[src/rtl/vgachargen_mem_ctrl_pkg.sv]
// vgachargen_mem_ctrl_pkg: shared sizes, region/state enums and glyph-row merge helper for the text-mode memory controller
package vgachargen_mem_ctrl_pkg;
  localparam int MAP_DEPTH    = 2400;
  localparam int GLYPH_COUNT  = 128;
  localparam int ADDR_W       = 14;
  localparam int MAP_ADDR_W   = 12;
  localparam int GLYPH_ADDR_W = $clog2(GLYPH_COUNT);
  localparam logic [MAP_ADDR_W-1:0] MAP_END     = MAP_ADDR_W'(MAP_DEPTH);
  localparam logic [MAP_ADDR_W-1:0] MAP_LAST    = MAP_ADDR_W'(MAP_DEPTH - 1);
  localparam logic [MAP_ADDR_W-1:0] CTRL_CLEAR  = 12'd0;
  localparam logic [MAP_ADDR_W-1:0] CTRL_STATUS = 12'd1;
  typedef enum logic [1:0] {REG_CH = 2'b00, REG_COL = 2'b01, REG_GLYPH = 2'b10, REG_CTRL = 2'b11} region_e;
  typedef enum logic [2:0] {IDLE, MAP_ACC, MAP_RD, GL_RD, GL_WR, RESP, CLEAR} ctrl_state_e;
  function automatic logic [127:0] put_quarter(logic [127:0] row, logic [1:0] q, logic [31:0] w);
    logic [127:0] r;
    r = row;
    r[{q, 5'b0} +: 32] = w;
    return r;
  endfunction
endpackage

[src/rtl/vgachargen_mem_ctrl_if.sv]
// vgachargen_mem_ctrl_if: host request/response bus (req/we/addr/wdata in, ready/rdata/err out)
interface vgachargen_mem_ctrl_if;
  import vgachargen_mem_ctrl_pkg::*;
  logic              req;
  logic              we;
  logic [ADDR_W-1:0] addr;
  logic [31:0]       wdata;
  logic              ready;
  logic [31:0]       rdata;
  logic              err;
  modport master (output req, we, addr, wdata, input ready, rdata, err);
  modport slave (input req, we, addr, wdata, output ready, rdata, err);
endinterface

[src/rtl/vgachargen_fill_engine.sv]
// vgachargen_fill_engine: map index sweep 0..MAP_DEPTH-1, one index per cycle after start_i
// Ports: clk_i, arstn_i (async active-low), start_i (pulse), busy_o (high MAP_DEPTH cycles), idx_o (current index)
// Only compiled when VGACHARGEN_CLEAR_EN is defined.
`ifdef VGACHARGEN_CLEAR_EN
module vgachargen_fill_engine
  import vgachargen_mem_ctrl_pkg::*;
(
  input  logic                  clk_i,
  input  logic                  arstn_i,
  input  logic                  start_i,
  output logic                  busy_o,
  output logic [MAP_ADDR_W-1:0] idx_o
);
  logic                  busy_q, busy_d, last;
  logic [MAP_ADDR_W-1:0] idx_q, idx_d;
  assign last   = busy_q && idx_q == MAP_LAST;
  assign busy_o = busy_q;
  assign idx_o  = idx_q;
  always_comb begin
    busy_d = start_i || (busy_q && !last);
    idx_d  = start_i ? '0 : busy_q ? idx_q + 1'b1 : idx_q;
  end
  always_ff @(posedge clk_i or negedge arstn_i) begin
    if (!arstn_i) begin
      busy_q <= 1'b0;
      idx_q  <= '0;
    end else begin
      busy_q <= busy_d;
      idx_q  <= idx_d;
    end
  end
endmodule
`endif

[src/rtl/vgachargen_mem_ctrl.sv]
// vgachargen_mem_ctrl: sequences host accesses onto port A of char map, colour map and RW glyph table
// Ports: clk_i, arstn_i (async active-low); bus (slave: req/we/addr/wdata -> ready/rdata/err);
//   ch_map_*/col_map_* (12-bit addr, wen, 8-bit data out/in), ch_t_rw_* (7-bit row addr, wen, 128-bit data out/in).
// Memories have 1-cycle read latency; glyph writes are read-modify-write of one 32-bit quarter.
// Define VGACHARGEN_CLEAR_EN to enable the CLEAR command and map fill engine.
module vgachargen_mem_ctrl
  import vgachargen_mem_ctrl_pkg::*;
(
  input  logic                    clk_i,
  input  logic                    arstn_i,
  vgachargen_mem_ctrl_if.slave    bus,
  output logic [MAP_ADDR_W-1:0]   ch_map_addr_o,
  output logic                    ch_map_wen_o,
  output logic [7:0]              ch_map_data_o,
  input  logic [7:0]              ch_map_data_i,
  output logic [MAP_ADDR_W-1:0]   col_map_addr_o,
  output logic                    col_map_wen_o,
  output logic [7:0]              col_map_data_o,
  input  logic [7:0]              col_map_data_i,
  output logic [GLYPH_ADDR_W-1:0] ch_t_rw_addr_o,
  output logic                    ch_t_rw_wen_o,
  output logic [127:0]            ch_t_rw_data_o,
  input  logic [127:0]            ch_t_rw_data_i
);
  ctrl_state_e       state_q, state_d;
  logic              we_q, we_d, err_q, err_d;
  logic [ADDR_W-1:0] addr_q, addr_d;
  logic [31:0]       wdata_q, wdata_d, rdata_q, rdata_d;
  logic [127:0]      row_q, row_d;
  region_e           req_reg, cur_reg;
  assign req_reg = region_e'(bus.addr[13:12]);
  assign cur_reg = region_e'(addr_q[13:12]);
`ifdef VGACHARGEN_CLEAR_EN
  logic                  clr_q, clr_d, stat_q, stat_d, fill_start, busy, ctrl_ok;
  logic [MAP_ADDR_W-1:0] fill_idx;
  vgachargen_fill_engine u_fill (
    .clk_i   (clk_i),
    .arstn_i (arstn_i),
    .start_i (fill_start),
    .busy_o  (busy),
    .idx_o   (fill_idx)
  );
  // only STATUS reads and (rejected) CLEAR writes are answered while the fill runs
  assign ctrl_ok = bus.req && req_reg == REG_CTRL &&
                   ((bus.addr[11:0] == CTRL_STATUS && !bus.we) || (bus.addr[11:0] == CTRL_CLEAR && bus.we));
  always_ff @(posedge clk_i or negedge arstn_i) begin
    if (!arstn_i) begin
      clr_q  <= 1'b0;
      stat_q <= 1'b0;
    end else begin
      clr_q  <= clr_d;
      stat_q <= stat_d;
    end
  end
`endif
  always_comb begin
    state_d = state_q;
    we_d    = we_q;
    addr_d  = addr_q;
    wdata_d = wdata_q;
    rdata_d = rdata_q;
    err_d   = err_q;
    row_d   = row_q;
    ch_map_addr_o  = '0;
    ch_map_wen_o   = 1'b0;
    ch_map_data_o  = '0;
    col_map_addr_o = '0;
    col_map_wen_o  = 1'b0;
    col_map_data_o = '0;
    ch_t_rw_addr_o = '0;
    ch_t_rw_wen_o  = 1'b0;
    ch_t_rw_data_o = '0;
    bus.ready = 1'b0;
    bus.rdata = '0;
    bus.err   = 1'b0;
`ifdef VGACHARGEN_CLEAR_EN
    clr_d      = clr_q;
    stat_d     = 1'b0;
    fill_start = 1'b0;
`endif
    case (state_q)
      IDLE: if (bus.req) begin
        we_d    = bus.we;
        addr_d  = bus.addr;
        wdata_d = bus.wdata;
        rdata_d = '0;
        err_d   = 1'b1;
        state_d = RESP;
`ifdef VGACHARGEN_CLEAR_EN
        clr_d = 1'b0;
`endif
        // err_d starts set; each legal decode clears it and picks the access path
        case (req_reg)
          REG_CH, REG_COL: if (bus.addr[11:0] < MAP_END) begin
            err_d   = 1'b0;
            state_d = MAP_ACC;
          end
          REG_GLYPH: if (bus.addr[11:9] == 3'b0) begin
            err_d   = 1'b0;
            state_d = GL_RD;
          end
          default: begin
            if (bus.addr[11:0] == CTRL_STATUS && !bus.we) err_d = 1'b0;
`ifdef VGACHARGEN_CLEAR_EN
            if (bus.addr[11:0] == CTRL_CLEAR && bus.we) begin
              err_d = 1'b0;
              clr_d = 1'b1;
            end
`endif
          end
        endcase
      end
      MAP_ACC: begin
        ch_map_addr_o  = cur_reg == REG_CH ? addr_q[11:0] : '0;
        ch_map_wen_o   = cur_reg == REG_CH && we_q;
        ch_map_data_o  = cur_reg == REG_CH ? wdata_q[7:0] : '0;
        col_map_addr_o = cur_reg == REG_COL ? addr_q[11:0] : '0;
        col_map_wen_o  = cur_reg == REG_COL && we_q;
        col_map_data_o = cur_reg == REG_COL ? wdata_q[7:0] : '0;
        state_d = we_q ? RESP : MAP_RD;
      end
      GL_RD: begin
        ch_t_rw_addr_o = addr_q[8:2];
        state_d = MAP_RD;
      end
      // shared read-capture cycle: map reads, glyph reads and the read half of glyph RMW
      MAP_RD: begin
        row_d   = ch_t_rw_data_i;
        rdata_d = cur_reg == REG_GLYPH ? ch_t_rw_data_i[{addr_q[1:0], 5'b0} +: 32]
                                       : {24'b0, cur_reg == REG_CH ? ch_map_data_i : col_map_data_i};
        state_d = cur_reg == REG_GLYPH && we_q ? GL_WR : RESP;
      end
      GL_WR: begin
        ch_t_rw_addr_o = addr_q[8:2];
        ch_t_rw_wen_o  = 1'b1;
        ch_t_rw_data_o = put_quarter(row_q, addr_q[1:0], wdata_q);
        rdata_d = '0;
        state_d = RESP;
      end
      RESP: begin
        bus.ready = 1'b1;
        bus.rdata = rdata_q;
        bus.err   = err_q;
        state_d   = IDLE;
`ifdef VGACHARGEN_CLEAR_EN
        if (clr_q) begin
          state_d    = CLEAR;
          fill_start = 1'b1;
          clr_d      = 1'b0;
        end
`endif
      end
`ifdef VGACHARGEN_CLEAR_EN
      CLEAR: begin
        ch_map_addr_o  = fill_idx;
        ch_map_wen_o   = busy;
        ch_map_data_o  = wdata_q[7:0];
        col_map_addr_o = fill_idx;
        col_map_wen_o  = busy;
        col_map_data_o = wdata_q[15:8];
        bus.ready = stat_q;
        bus.rdata = stat_q ? rdata_q : '0;
        bus.err   = stat_q && err_q;
        // stat_q blocks re-accepting the same held request in its ready cycle
        if (ctrl_ok && busy && !stat_q) begin
          stat_d  = 1'b1;
          rdata_d = {31'b0, !bus.we};
          err_d   = bus.we;
        end
        if (!busy && !stat_q) state_d = IDLE;
      end
`endif
      default: state_d = IDLE;
    endcase
  end
  always_ff @(posedge clk_i or negedge arstn_i) begin
    if (!arstn_i) begin
      state_q <= IDLE;
      we_q    <= 1'b0;
      addr_q  <= '0;
      wdata_q <= '0;
      rdata_q <= '0;
      err_q   <= 1'b0;
      row_q   <= '0;
    end else begin
      state_q <= state_d;
      we_q    <= we_d;
      addr_q  <= addr_d;
      wdata_q <= wdata_d;
      rdata_q <= rdata_d;
      err_q   <= err_d;
      row_q   <= row_d;
    end
  end
  a_req_held: assert property (@(posedge clk_i) disable iff (!arstn_i)
    (state_q inside {MAP_ACC, MAP_RD, GL_RD, GL_WR, RESP}) |-> bus.req);
endmodule

[src/flat_wrapper.sv]
// flat-port wrapper written by rule: the top's interface ports become plain ports
module vgachargen_mem_ctrl_flat import vgachargen_mem_ctrl_pkg::*;
  (clk_i, arstn_i, ch_map_addr_o, ch_map_wen_o, ch_map_data_o, ch_map_data_i, col_map_addr_o, col_map_wen_o, col_map_data_o, col_map_data_i, ch_t_rw_addr_o, ch_t_rw_wen_o, ch_t_rw_data_o, ch_t_rw_data_i, bus_req, bus_we, bus_addr, bus_wdata, bus_ready, bus_rdata, bus_err);
  vgachargen_mem_ctrl_if bus_i ();
  input  logic clk_i;
  input  logic arstn_i;
  output logic [MAP_ADDR_W-1:0] ch_map_addr_o;
  output logic ch_map_wen_o;
  output logic [7:0] ch_map_data_o;
  input  logic [7:0] ch_map_data_i;
  output logic [MAP_ADDR_W-1:0] col_map_addr_o;
  output logic col_map_wen_o;
  output logic [7:0] col_map_data_o;
  input  logic [7:0] col_map_data_i;
  output logic [GLYPH_ADDR_W-1:0] ch_t_rw_addr_o;
  output logic ch_t_rw_wen_o;
  output logic [127:0] ch_t_rw_data_o;
  input  logic [127:0] ch_t_rw_data_i;
  input wire logic [$bits(bus_i.req)-1:0] bus_req;
  input wire logic [$bits(bus_i.we)-1:0] bus_we;
  input wire logic [$bits(bus_i.addr)-1:0] bus_addr;
  input wire logic [$bits(bus_i.wdata)-1:0] bus_wdata;
  output wire logic [$bits(bus_i.ready)-1:0] bus_ready;
  output wire logic [$bits(bus_i.rdata)-1:0] bus_rdata;
  output wire logic [$bits(bus_i.err)-1:0] bus_err;
  assign bus_i.req = bus_req;
  assign bus_i.we = bus_we;
  assign bus_i.addr = bus_addr;
  assign bus_i.wdata = bus_wdata;
  assign bus_ready = bus_i.ready;
  assign bus_rdata = bus_i.rdata;
  assign bus_err = bus_i.err;
  vgachargen_mem_ctrl u_core (.clk_i(clk_i), .arstn_i(arstn_i), .bus(bus_i), .ch_map_addr_o(ch_map_addr_o), .ch_map_wen_o(ch_map_wen_o), .ch_map_data_o(ch_map_data_o), .ch_map_data_i(ch_map_data_i), .col_map_addr_o(col_map_addr_o), .col_map_wen_o(col_map_wen_o), .col_map_data_o(col_map_data_o), .col_map_data_i(col_map_data_i), .ch_t_rw_addr_o(ch_t_rw_addr_o), .ch_t_rw_wen_o(ch_t_rw_wen_o), .ch_t_rw_data_o(ch_t_rw_data_o), .ch_t_rw_data_i(ch_t_rw_data_i));
endmodule
[config.mk]
export PLATFORM = sky130hd
export DESIGN_NAME = vgachargen_mem_ctrl_flat
export DESIGN_NICKNAME = d
export VERILOG_FILES = /design/src/rtl/vgachargen_mem_ctrl_pkg.sv /design/src/rtl/vgachargen_mem_ctrl_if.sv /design/src/rtl/vgachargen_fill_engine.sv /design/src/rtl/vgachargen_mem_ctrl.sv /design/src/flat_wrapper.sv
export SDC_FILE = /design/constraint.sdc
export NUM_CORES = 1
export LEC_CHECK = 0
export ABC_AREA = 0
export CORE_AREA = 2 2 172 157
export DETAILED_ROUTE_END_ITERATION = 8
export DIE_AREA = 0 0 174 159
export GPL_TIMING_DRIVEN = 0
export PLACE_DENSITY = 0.83
export SLEW_MARGIN = 10
export SYNTH_ARGS = -nofsm -noshare
export SYNTH_HDL_FRONTEND = slang
export SYNTH_SLANG_ARGS = --single-unit
[constraint.sdc]
create_clock -name clk_i -period 3.2 [get_ports clk_i]
set_input_delay 0.64 -clock clk_i [delete_from_list [all_inputs] [get_ports clk_i]]
set_output_delay 0.64 -clock clk_i [all_outputs]
set_load 0.05 [all_outputs]
==> flow_metrics.py, run 1 <==
metrics = {
    "worst_setup_path": {
        "rrSetupSlack_ns": 0.91,
        "worstSetupPathType": "register to primary output",
        "crit_fanout": 10,
        "crit_arrival_ns": 2.53,
        "cp-start-kind": "register",
        "worst_setup_path_end_kind": "primary output",
        "cp.required_ns": 2.56,
    },
    "logic_synthesis": {
        "synthDistinctLibCells": 43,
        "synth_edf_count": 0,
        "ys.flop_type": "dfrtp_1",
        "seq_area_frac_synth_pct": 45.06,
        "yosysTopAreaCellShare_pct": 45.06,
        "syn-instance-count": 1095,
        "async_reset_ff_share_pct": 100.0,
        "yosysWarnings": 0,
        "synth_nets": 1294,
        "synth.avg_cell_area_um2": 10.70,
        "syn-cell-area_mm2": 0.01172,
        "synth-seq-cells": 211,
        "yosys-top-cells-area": "dfrtp_1 45%, mux2_2 13%, nor2b_1 7.3%",
        "synth_top_cell_by_area": "dfrtp_1",
    },
    "finish": {
        "fin_cells": 1908,
        "nFillCells": 1997,
        "final_layout_size_suffix_gt1_share_pct": 36.01,
        "nNetsFinal": 1741,
        "multi_input_area_mm2": 0.006227,
        "layout_commonest_cell": "dfrtp_1",
        "seqCellArea_mm2": 0.005280,
        "final_cell_mix": "211 x dfrtp_1, 193 x clkdlybuf4s50_1, 137 x nor2b_1, 135 x mux2_2, 121 x a21oi_1",
        "area.growth.synth_to_final_pct": 49.28,
    },
    "global_route": {
        "grt_use_total_pct": 32.37,
        "grt_overflow": 0,
        "grt_max_degree": 105,
        "antenna_found_initial": 5,
        "grt_pass1_vias": 11077,
        "grt_pass1_wl_mm": 68.05,
    },
    "sta": {
        "fin_worst_skew_ns": 0.01580,
        "fin_ws_ns": 0.02977,
        "worstMarginPinSlew_ns": 0.9182,
        "fmax_ghz": 0.3154,
        "max-slew-margin-rel_pct": 38.79,
        "timing.final.crit_period_ns": 3.170,
        "rsz0062_at_grt": "yes",
        "fin_crit_sh_pct": 99.07,
        "setup-violations-final": 0,
        "drv_slew": 0,
        "finalHoldViolCount": 0,
    },
    "pwr": {
        "power_leakage_nw": 7.425,
        "power.density_mw_per_mm2": 1009,
        "p_comb_share_pct": 56.7,
        "internal-power_mw": 9.588,
        "switchingPower_mw": 8.052,
        "power.share.sequential_pct": 27.5,
        "p_sw_share_pct": 45.65,
        "peakVddDrop_v": 0.0006522,
        "p_clk_share_pct": 15.8,
    },
    "route": {
        "totalWireLength_mm": 45.74,
        "drt_iter0_markers": 835,
        "postRouteAntennaNets": 0,
        "num_vias": 10744,
        "dr.pass1.iters": 5,
        "viasPerCell": 5.631,
        "drc": 0,
        "wl_per_cell_um": 23.97,
    },
    "placed_design": {
        "pre_cts_slack_ns": -1.389,
        "place_congestion": 0.8907,
        "placed_cells": 1850,
        "io_buffers": 405,
        "dp_hpwl_mm": 32.57,
    },
    "clocking": {
        "cts.sinks": 211,
        "htreeDepth": 1,
        "root_buffer": "clkbuf_16",
        "cts_tree": "yes",
        "clock_path_buffers": 3,
        "clk_pin_slew_ns": 0.06,
        "cts_inserted_buffers": 24,
        "clkLatencyLatePin_ns": 0.52,
    },
    "floorplan": {
        "io_pins": 406,
        "core_area_mm2": 0.02578,
        "placementRows": 56,
        "fp.dieW_um": 174,
        "die_y_um": 159,
        "start_util_pct": 45.44,
        "fp.dieArea_mm2": 0.02767,
    },
    "min_path": {
        "hold_class": "register to register",
    },
    "run_status": {
        "status": "finished clean",
    },
    "job": {
        "maxCapViolations": 0,
    },
}
[worst paths after layout]
check	endpoint	cells after the start	startpoint
max	ch_t_rw_data_o[109]	7	u_core.addr_q[1]
min	u_core.row_q[40]	1	u_core.row_q[40]
max reg2reg	u_core.rdata_q[14]	4	u_core.addr_q[1]
min reg2reg	u_core.row_q[40]	1	u_core.row_q[40]
max in group asynchronous	u_core.row_q[49]	3	arstn_i
min in group asynchronous	u_core.addr_q[3]	2	arstn_i
[repair_timing]
item                       4_1_cts  5_1_grt
gates cloned                     1        2
setup endpoints to repair      211      168
pin swaps                        5       22
setup buffers                   10        4
hold buffers                     1        0
resized for setup              986      205
hold endpoints to repair         7        0
[cell type report]
class	count	area share [%]
antenna	2	0.02861
buffer	84	3.362
inverter	5	0.2074
clock inverter	5	0.3219
multi-input combinational	791	35.60
timing repair buffer	425	23.63
sequential	211	30.19
clock buffer	37	4.177
tap	348	2.489
[power groups by stage]
stage	logic [mW]	registers [mW]	clock network (mW)
2_1_floorplan	6.64	4.49	0
3_3_place_gp	9.36	4.76	0
3_5_place_dp	9.54	4.82	0
4_1_cts	9.57	4.79	2.83
5_1_grt	10.6	5.01	2.92
6_report	10.0	4.86	2.79
[cells in the mapped netlist (5+ instances only)]
cell type / n
a211oi_1: 6
a21oi_1: 130
a22o_1: 24
and2_1: 83
buf_2: 40
buf_4: 7
buf_6: 6
clkbuf_1: 31
dfrtp_1: 211
ha_1: 5
mux2_1: 37
mux2_2: 135
mux4_1: 5
mux4_2: 27
nand2_1: 15
nor2_1: 136
nor2b_1: 137
o21ai_0: 12
o21ai_1: 8
[metal layers]
layer	global-route usage, %	up-vias	wire (µm)
li1	-	4678	-
met1	42.23	5339	18620
met2	54.11	612	21720
met3	7.139	109	3855
met4	9.969	6	1506
met5	0	-	37
[critical path: stages, from the launching register on]
cell      delay, ns
dfrtp_1        0.45
buf_4          0.18
ha_4           0.18
clkbuf_1       0.59
nor2b_1        0.19
a21oi_1        0.17
nor2_1         0.08
buf_6          0.17
[sequential cells by signal, summed over array words and instances (netlist names)]
name	flops
u_core.we_q	1
u_core.rdata_q	32
u_core.wdata_q	32
u_core.addr_q	14
u_core.row_q	128
u_core.state_q	3
u_core.err_q	1
[cells by family after synthesis]
| logic type | synth area share, % |
|---|---|
| AND/OR/NAND/NOR | 17.93 |
| adder cells (fa/ha/maj) | 0.5339 |
| AO/OA/AOI/OAI | 9.482 |
| flip-flops | 45.06 |
| multiplexers | 22.84 |
| buffers and inverters | 4.154 |
[through the flow]
| stage | setup TNS [ns] | hold slack (ns) | power [mW] | instance area (µm²) | utilization [%] |
|---|---|---|---|---|---|
| 2_1_floorplan | 0 | 0.3444 | 11.13 | 11790 | - |
| 3_3_place_gp | -1753.47 | 0.4594 | 14.13 | 16280 | 63.15 |
| 3_5_place_dp | -161.67 | 0.4495 | 14.36 | 16340 | 63.38 |
| 4_1_cts | -0.009733 | 0.4787 | 17.19 | 17090 | 66.26 |
| 5_1_grt | -0.5570 | 0.4854 | 18.50 | 17490 | 67.84 |
| 6_report | 0 | 0.4769 | 17.64 | 17490 | 67.84 |
(Power assumes the default switching activity.)
==> inputs of run 2 (changes only) <==
Settings changed: CORE_AREA 2 2 172 157 to 4 4 174 159, DIE_AREA 0 0 174 159 to 0 0 178 163.
==> flow_metrics.py, run 2 (synthesis gave the netlist of run 1 again) <==
metrics = {
    "clocking": {
        "root_buffer": "clkbuf_16",
        "cts_tree": "yes",
        "cts.sinks": 211,
        "htreeDepth": 1,
        "clk_pin_slew_ns": 0.06,
        "clkLatencyLatePin_ns": 0.52,
        "cts_inserted_buffers": 25,
        "clock_path_buffers": 3,
    },
    "min_path": {
        "hold_start": "u_core.row_q[29]",
        "hold_depth": 1,
        "hold_class": "register to register",
    },
    "pwr": {
        "power_leakage_nw": 7.388,
        "peakVddDrop_v": 0.0005749,
        "power.density_mw_per_mm2": 1015,
        "power.total_mw": 17.56,
    },
    "finish": {
        "seqCellArea_mm2": 0.005280,
        "nFillCells": 2010,
        "regMostFlops": "u_core.row_q",
        "final_cell_mix": "211 x dfrtp_1, 193 x clkdlybuf4s50_1, 137 x nor2b_1, 135 x mux2_2, 130 x a21oi_1",
        "nNetsFinal": 1741,
        "finish.utilization_pct": 66.87,
        "layout_commonest_cell": "dfrtp_1",
        "final_layout_size_suffix_gt1_share_pct": 35.35,
        "multi_input_area_mm2": 0.006143,
        "top_regs": "u_core.row_q: 128 flops, u_core.rdata_q: 32 flops, u_core.wdata_q: 32 flops",
        "area.growth.synth_to_final_pct": 47.55,
        "largest_reg_flops": 128,
    },
    "worst_setup_path": {
        "cpMaxStageDelayCell": "dfrtp_1",
        "crit_fanout": 10,
        "critPathCapture": "ch_t_rw_data_o[121]",
        "cp.required_ns": 2.56,
        "worst_setup_path_end_kind": "primary output",
        "worstReg2RegEnd": "u_core.rdata_q[22]",
        "crit_arrival_ns": 2.51,
        "worstPathCellList": "buf_12 > inv_6 > ha_4 > nor4b_4 > buf_4 > buf_6 > a21oi_1 > nor2_1 > clkbuf_4",
        "rrSetupSlack_ns": 0.89,
        "worstReg2RegStart": "u_core.addr_q[1]",
        "critPathLaunch": "u_core.addr_q[1]",
        "worstSetupPathType": "register to primary output",
        "cp-start-kind": "register",
        "rr_worst_depth": 5,
        "cp_slowest_stage_delay_ns": 0.42,
    },
    "placed_design": {
        "place_congestion": 0.8912,
        "pre_cts_slack_ns": -1.383,
        "dp_hpwl_mm": 33.21,
        "io_buffers": 405,
    },
    "route": {
        "num_vias": 10601,
        "postRouteAntennaNets": 0,
        "dr.pass1.iters": 5,
        "totalWireLength_mm": 45.67,
        "viasPerCell": 5.565,
        "wl_per_cell_um": 23.97,
        "drc": 0,
        "drt_iter0_markers": 779,
    },
    "floorplan": {
        "core_area_mm2": 0.02585,
        "start_util_pct": 45.32,
        "fp.dieW_um": 178,
        "die_y_um": 163,
        "io_pins": 406,
        "fp.dieArea_mm2": 0.02901,
        "placementRows": 56,
    },
    "global_route": {
        "grt_pass1_vias": 11113,
        "grt_overflow": 0,
        "grt_max_degree": 103,
        "antenna_found_initial": 1,
        "grt_pass1_wl_mm": 67.29,
        "grt_use_total_pct": 30.58,
    },
    "sta": {
        "rsz0062_at_grt": "yes",
        "fin_ws_ns": 0.05192,
        "fin_worst_skew_ns": 0.01215,
        "fin_crit_sh_pct": 98.38,
        "finalHoldViolCount": 0,
        "setup-violations-final": 0,
        "timing.final.crit_period_ns": 3.148,
        "drv_slew": 0,
        "holdWs_ns": 0.4782,
        "max-slew-margin-rel_pct": 37.57,
        "fmax_ghz": 0.3177,
        "worstMarginPinSlew_ns": 0.9364,
    },
    "job": {
        "maxCapViolations": 0,
    },
    "run_status": {
        "status": "finished clean",
    },
}
[run 2: critical path, delay by kind of cell (launching register included)]
kind	cells	cell delay [ns]
flops	1	0.42
compound gates	1	0.09
fa+ha+maj	1	0.22
buf+inv	5	0.83
simple gates	2	0.44
[run 2: worst min-delay path by stage]
stage	endpoint	slack, ns
after global routing	u_core.row_q[26]	0.49
after CTS	u_core.row_q[43]	0.48
after global placement	u_core.row_q[47]	0.46
final	u_core.row_q[29]	0.48
after floorplan	u_core.addr_q[0]	0.34
after detailed placement	u_core.addr_q[2]	0.46
[run 2: timing repair]
item	in CTS	in global routing
hold buffers	1	0
resized for setup	956	143
pin swaps	6	12
gates cloned	1	0
endpoints found under the hold margin	10	0
buffers inserted	12	2
endpoints found under the setup margin	211	182
[run 2: power breakdown]
| group | leakage (nW) | internal, mW | switching (mW) |
|---|---|---|---|
| Combinational | 4.39 | 3.86 | 5.89 |
| Sequential | 2.58 | 3.93 | 0.916 |
| Clock | 0.415 | 1.82 | 1.14 |
[run 2: layout make-up]
class | instances | share of cell area (%)
Tap cell | 348 | 2.518
Buffer | 85 | 3.423
Sequential cell | 211 | 30.54
Antenna cell | 1 | 0.01447
Timing Repair Buffer | 423 | 22.89
Clock inverter | 7 | 0.6513
Inverter | 5 | 0.2099
Multi-Input combinational cell | 791 | 35.53
Clock buffer | 34 | 4.219
[run 2: metrics by stage]
step                      std cells  cell area, µm²  TNS [ns]
after global routing           1904           17290   -0.8321
after floorplan                1095           11790         0
after global placement         1848           16280  -1775.72
after CTS                      1904           17080  -0.08750
final                          1905           17290         0
after detailed placement       1850           16340   -160.78
[run 2: metal layers]
metal / vias to the layer above / routed length [µm] / global-route usage (%)
met5: - / 8 / 0
met4: 2 / 1559 / 9.596
met3: 103 / 3764 / 6.314
met2: 548 / 21750 / 50.99
met1: 5275 / 18590 / 40.23
li1: 4673 / - / -
==> variant 1, RTL diff (flow settings as in run 1) <==
Add a define of `VGACHARGEN_CLEAR_EN`.
--- a/src/rtl/vgachargen_fill_engine.sv
+++ b/src/rtl/vgachargen_fill_engine.sv
@@ -1,6 +1,8 @@
 // vgachargen_fill_engine: map index sweep 0..MAP_DEPTH-1, one index per cycle after start_i
 // Ports: clk_i, arstn_i (async active-low), start_i (pulse), busy_o (high MAP_DEPTH cycles), idx_o (current index)
 // Only compiled when VGACHARGEN_CLEAR_EN is defined.
+`define VGACHARGEN_CLEAR_EN
+
 `ifdef VGACHARGEN_CLEAR_EN
 module vgachargen_fill_engine
   import vgachargen_mem_ctrl_pkg::*;
Behaviour: not the same (Yosys sat finds a counterexample within 4 cycles, from zero or initial values and one cycle with arstn_i low).
==> variant 1 against run 1 <==
Design area rose by 16%; sequential cell count grew 15; non-clock buffer count is 56 higher; highest routed layer unchanged; critical path type unchanged; total power is 19% higher; the flow now finishes with violations (setup timing); global-route usage is 3.8 points higher; largest power group unchanged; via count is 16% higher; worst setup slack lost 0.27 ns; area after synthesis increased by 7.6%; combinational power is 26% higher; routed wire length increased by 19%; core utilization is 11 points higher.
==> variant 1: results (changes against run 1) <==
[cells_and_area]
drive_above_1_share_pct = 46.1  ; +10 points
n_fill_cell = 1609  ; -19%
largest_registers = u_core.row_q x128, u_core.rdata_q x32, u_core.wdata_q x32
final_nets = 1889  ; +8.5%

[worst_setup_path]
slowest_stage = dfrtp_1
r2r-end = u_core.rdata_q[6]$_DFFE_PN0P_
r2r_cells = 6  ; +2
path_max_fanout = 4  ; -6
worst_r2r_startpoint = u_core.addr_q[1]$_DFFE_PN0P_
r2r_slack_ns = 0.71  ; -0.20 ns
cp.arrival_ns = 2.80  ; +0.27 ns
critPathMaxStageDelay_ns = 0.38  ; -0.21 ns

[power_and_ir_drop]
clock_power_mw = 3.03  ; +8.6%
ir_drop_v = 0.000707  ; +8.4%
power_leader = combinational logic
power.leakage_nw = 8.46  ; +14%
pg_seq_mw = 5.42  ; +12%
swShare_pct = 46.8  ; +1.2 points

[timing]
finalWorstSetupSlack_ns = -0.243  ; -0.273 ns
tightest_slew_ns = 0.907  ; -0.0109 ns
clock_skew_ns = 0.0107  ; -0.00513 ns
finalSetupViolations = 119  ; +119
timing.hold.ws_ns = 0.0176  ; -0.459 ns

[placed_design]
dp.final_hpwl_mm = 36.2  ; +11%
preCtsSetupSlack_ns = -1.32  ; +0.0688 ns
io_buffers = 405  ; unchanged
gp_congestion = 0.938  ; +5.3%

[synthesis]
async_reset_ff_share_pct = 100  ; unchanged
synthTopCellsByArea = dfrtp_1 (45%), mux2_2 (15%), nor2b_1 (6.7%)
yosysUniqueCellTypes = 53  ; +23%
syn_nets = 1391  ; +7.5%
yosysSeqAreaShare_pct = 44.9  ; -0.19 points
syn_inst = 1191  ; +8.8%
synth_common_cells = dfrtp_1 (226), mux2_2 (172), nor2_1 (149)

[worst_hold_path]
hold_path.class = in -> async

[global_routing]
antenna_found_initial = 6  ; +1
grt_pass1_wl_mm = 75.6  ; +11%
grt_max_degree = 108  ; +2.9%
track_usage_pct = 36.2  ; +3.8 points
grt-ovfl-total = 0  ; unchanged

[clock_tree]
clock_path_buffers = 3  ; unchanged
numCtsBuffers = 26  ; +8.3%
ctsHtreeMaxLevel = 1  ; unchanged
clkSlewWorstSetupHoldPaths_ns = 0.06  ; about the same
root_buffer = clkbuf_16
clkLatencyLatePin_ns = 0.53

[run_status]
violations = setup timing
status = complete, but fails checks

[route]
post_drt_wl_per_cell_um = 26.5  ; +10%
num_vias = 12500  ; +16%
drt_iter0_drc = 1254  ; +50%
viasPerCell = 6.09  ; +8.2%

-- variant 1: changes by cell type in the layout (fill, tap and decap cells not counted), moves of 19 or more --
cell     before  now
a21oi_1     121   43
a22o_1       24   57
buf_4        63   32
a21oi_4       6   46
mux2_2      135  172
nor2_1       96   77
and2_1       83   48
buf_8         4   24
mux2_1       37    2
buf_6        66  149
a21oi_2       3   45
-- variant 1: repair_timing --
action | in CTS | in global routing
buffers inserted | 45 | 22
setup endpoints to repair | 212 | 200
gates cloned | 8 | 2
pin swaps | 45 | 150
gates resized for setup | 1283 | 364
-- variant 1: cell families after synthesis --
kind of cell / count (synthesis) / synth area share [%]
AND/OR/NAND/NOR: 393 / 16.6
AO/OA/AOI/OAI: 243 / 12.2
flip-flops: 226 / 44.9
multiplexers: 208 / 21.3
buffers and inverters: 105 / 3.75
XOR/XNOR: 10 / 0.695
adder cells (fa/ha/maj): 6 / 0.596
-- variant 1: worst max path at each step --
stage	start	endpoint	slack, ns	cells past startpoint
after global placement	arstn_i	u_core.row_q[104]$_DFFE_PN0P_	-8.36	1
after CTS	u_core.addr_q[0]$_DFFE_PN0P_	ch_t_rw_data_o[81]	-0.26	14
after floorplan	u_core.addr_q[0]$_DFFE_PN0P_	ch_t_rw_data_o[10]	0.006	8
after global routing	u_core.addr_q[0]$_DFFE_PN0P_	ch_t_rw_data_o[17]	-0.31	11
final	u_core.addr_q[1]$_DFFE_PN0P_	ch_t_rw_data_o[16]	-0.24	11
after detailed placement	u_core.addr_q[1]$_DFFE_PN0P_	ch_t_rw_data_o[94]	-1.32	9
-- variant 1: metal layers --
layer	GRT usage, %	part of all wire (%)	routed length, um
met5	0	0.050	27
met4	16.3	5.0	2710
met3	9.36	10	5520
met2	58.5	48	26000
met1	45.9	37	20100
-- variant 1: through the flow --
step / total power [mW] / area [sq um] / setup TNS, ns
2_1_floorplan: 11.6 / 12600 / 0
3_3_place_gp: 14.8 / 17100 / -2023.75
3_5_place_dp: 15.0 / 17200 / -144.80
4_1_cts: 19.1 / 19100 / -4.39
5_1_grt: 21.7 / 20300 / -21.38
6_report: 21.0 / 20300 / -14.30
-- variant 1: final cells by class --
cell class | instances | share of cell area [%]
diodes | 2 | 0.0247
well taps | 348 | 2.15
inverters | 10 | 0.222
plain buffers | 88 | 3.04
flip-flops and latches | 226 | 27.9
clock inverters | 4 | 0.247
repair buffers | 477 | 24.9
multi-input cells | 860 | 37.5
clock buffers | 39 | 4.00
-- variant 1: worst max-delay path: cells and delay by family (launching register included) --
family          cells  cell delay, ns
buf+inv             7            1.04
simple gates        2            0.50
compound gates      1            0.06
flops               1            0.38
fa+ha+maj           1            0.28
==> variant 2, RTL diff (flow settings as in run 1) <==
Made on the original files. Take the reset off `addr_q`, `wdata_q` and `rdata_q` and load them in a clocked block of their own.
--- a/src/rtl/vgachargen_mem_ctrl.sv
+++ b/src/rtl/vgachargen_mem_ctrl.sv
@@ -177,20 +177,20 @@
     if (!arstn_i) begin
       state_q <= IDLE;
       we_q    <= 1'b0;
-      addr_q  <= '0;
-      wdata_q <= '0;
-      rdata_q <= '0;
       err_q   <= 1'b0;
       row_q   <= '0;
     end else begin
       state_q <= state_d;
       we_q    <= we_d;
-      addr_q  <= addr_d;
-      wdata_q <= wdata_d;
-      rdata_q <= rdata_d;
       err_q   <= err_d;
       row_q   <= row_d;
     end
+  end
+
+  always_ff @(posedge clk_i) begin
+    addr_q  <= addr_d;
+    wdata_q <= wdata_d;
+    rdata_q <= rdata_d;
   end
   a_req_held: assert property (@(posedge clk_i) disable iff (!arstn_i)
     (state_q inside {MAP_ACC, MAP_RD, GL_RD, GL_WR, RESP}) |-> bus.req);
Check against the original RTL: same outputs for any inputs over 4 cycles, from zero or initial values and one cycle with arstn_i low; that may be too few to reach the edited logic, so the function may still have changed.
==> variant 2 against run 1 <==
The flow now finishes with violations (setup timing); design area increased by 4.4%; routed wire length is 10% higher; clock skew decreased by 0.0030 ns; total power decreased by 6.8%; area after synthesis down 0.94%; worst setup slack worse by 0.11 ns; highest routed layer unchanged; sequential cell count unchanged; register-to-register slack better by 0.04 ns; cell count grew 12%.
==> variant 2: results (changes against run 1) <==
[timing]
relSlewSlack_pct = 33.1  ; -5.7 points
finalWorstSetupSlack_ns = -0.0848  ; -0.115 ns
finalSetupViolations = 34  ; +34
clock_skew_ns = 0.0127  ; -0.00305 ns
setup_tns_ns = -1.21  ; -1.21 ns

[synthesis]
synthAdderAreaFrac_pct = 0.539  ; +0.0051 points
synth_common_cells = nand2_1 (390), dfrtp_1 (133), nor2b_1 (130)
yosysSeqAreaShare_pct = 48.9  ; +3.8 points
synthTopCellsByArea = dfrtp_1 (29%), edfxtp_1 (20%), nand2_1 (13%)
synth_enable_flop_cells = 78  ; +78
synth_area_sq_um = 11600  ; -0.94%
synthMuxAreaShare_pct = 7.03  ; -16 points
syn_nets = 1498  ; +16%
synth_compound_area_share_pct = 7.56  ; -1.9 points
async_reset_ff_share_pct = 63.0  ; -37 points

[global_routing]
antenna_found_initial = 1  ; -4
grt_max_degree = 84  ; -20%
grtUsageMet3_pct = 6.66  ; -0.48 points
track_usage_pct = 34.2  ; +1.8 points
groute.layer.met1.usage_pct = 45.8  ; +3.6 points
grt_pass1_vias = 11700  ; +5.3%
grt.met2_usage_pct = 55.5  ; +1.3 points

[worst_setup_path]
worst_r2r_startpoint = u_core.state_q[2]$_DFFE_PN0P_
critPathMaxStageDelay_ns = 0.41  ; -0.18 ns
cp.arrival_ns = 2.64  ; +0.11 ns
slowest_stage = edfxtp_1
worstSetupStartpoint = u_core.addr_q[1]$_DFFE_PP_
path_max_fanout = 5  ; -5
r2r-end = u_core.rdata_q[16]$_SDFFCE_PN0P_
r2r_slack_ns = 0.95  ; +0.04 ns
r2r_cells = 5  ; +1

[power_and_ir_drop]
p_sw_mw = 7.64  ; -5.2%
power.leakage_nw = 8.06  ; +8.6%
ir_drop_v = 0.000601  ; -7.8%

[run_status]
status = complete, but fails checks
violations = setup timing

[route]
num_vias = 12000  ; +12%
drt_first_pass_iters = 7  ; +2
wl_met1_mm = 19.4  ; +4.1%
routed_wl_mm = 50.5  ; +10%
viasPerCell = 5.64  ; +0.12%

[clock_tree]
numCtsBuffers = 25  ; +4.2%

[cells_and_area]
drive_above_1_share_pct = 29.7  ; -6.3 points
final_nets = 1964  ; +13%
clock_area_share_pct = 4.65  ; +0.15 points
n_fill_cell = 1913  ; -4.2%
inverters = 6  ; +1
areaGrowthSynthToFinish_pct = 57.3

[placed_design]
gp_congestion = 0.900  ; +1.0%
dp.final_hpwl_mm = 35.6  ; +9.3%

[worst_hold_path]
hold_path.class = in -> async

variant 2: cell count changes in the layout (fill, tap and decap cells not counted), sizes merged, moves of 8 or more:
cell / run 1 / this run
nand2: 15 / 390
mux2: 172 / 1
dfrtp: 211 / 133
edfxtp: 0 / 78
and3: 1 / 57
and2: 83 / 49
a22o: 24 / 0
a21oi: 130 / 140
o21ai: 20 / 10
buf: 192 / 201
mux2i: 0 / 8
variant 2: repair_timing:
| action | 4_1_cts | 5_1_grt |
|---|---|---|
| setup buffers | 13 | 11 |
| gates resized for setup | 1046 | 254 |
| setup endpoints to repair | 210 | 190 |
| gates cloned | 4 | 6 |
| pin swaps | 20 | 73 |
| hold buffers | 0 | 0 |
variant 2: power groups by stage:
stage	clock network [mW]	logic, mW	registers [mW]
final	3.03	8.71	4.71
after global placement	0	7.81	4.64
after detailed placement	0	8.05	4.66
after CTS	3.02	8.09	4.63
after floorplan	0	5.34	4.46
after global routing	3.13	9.21	4.81
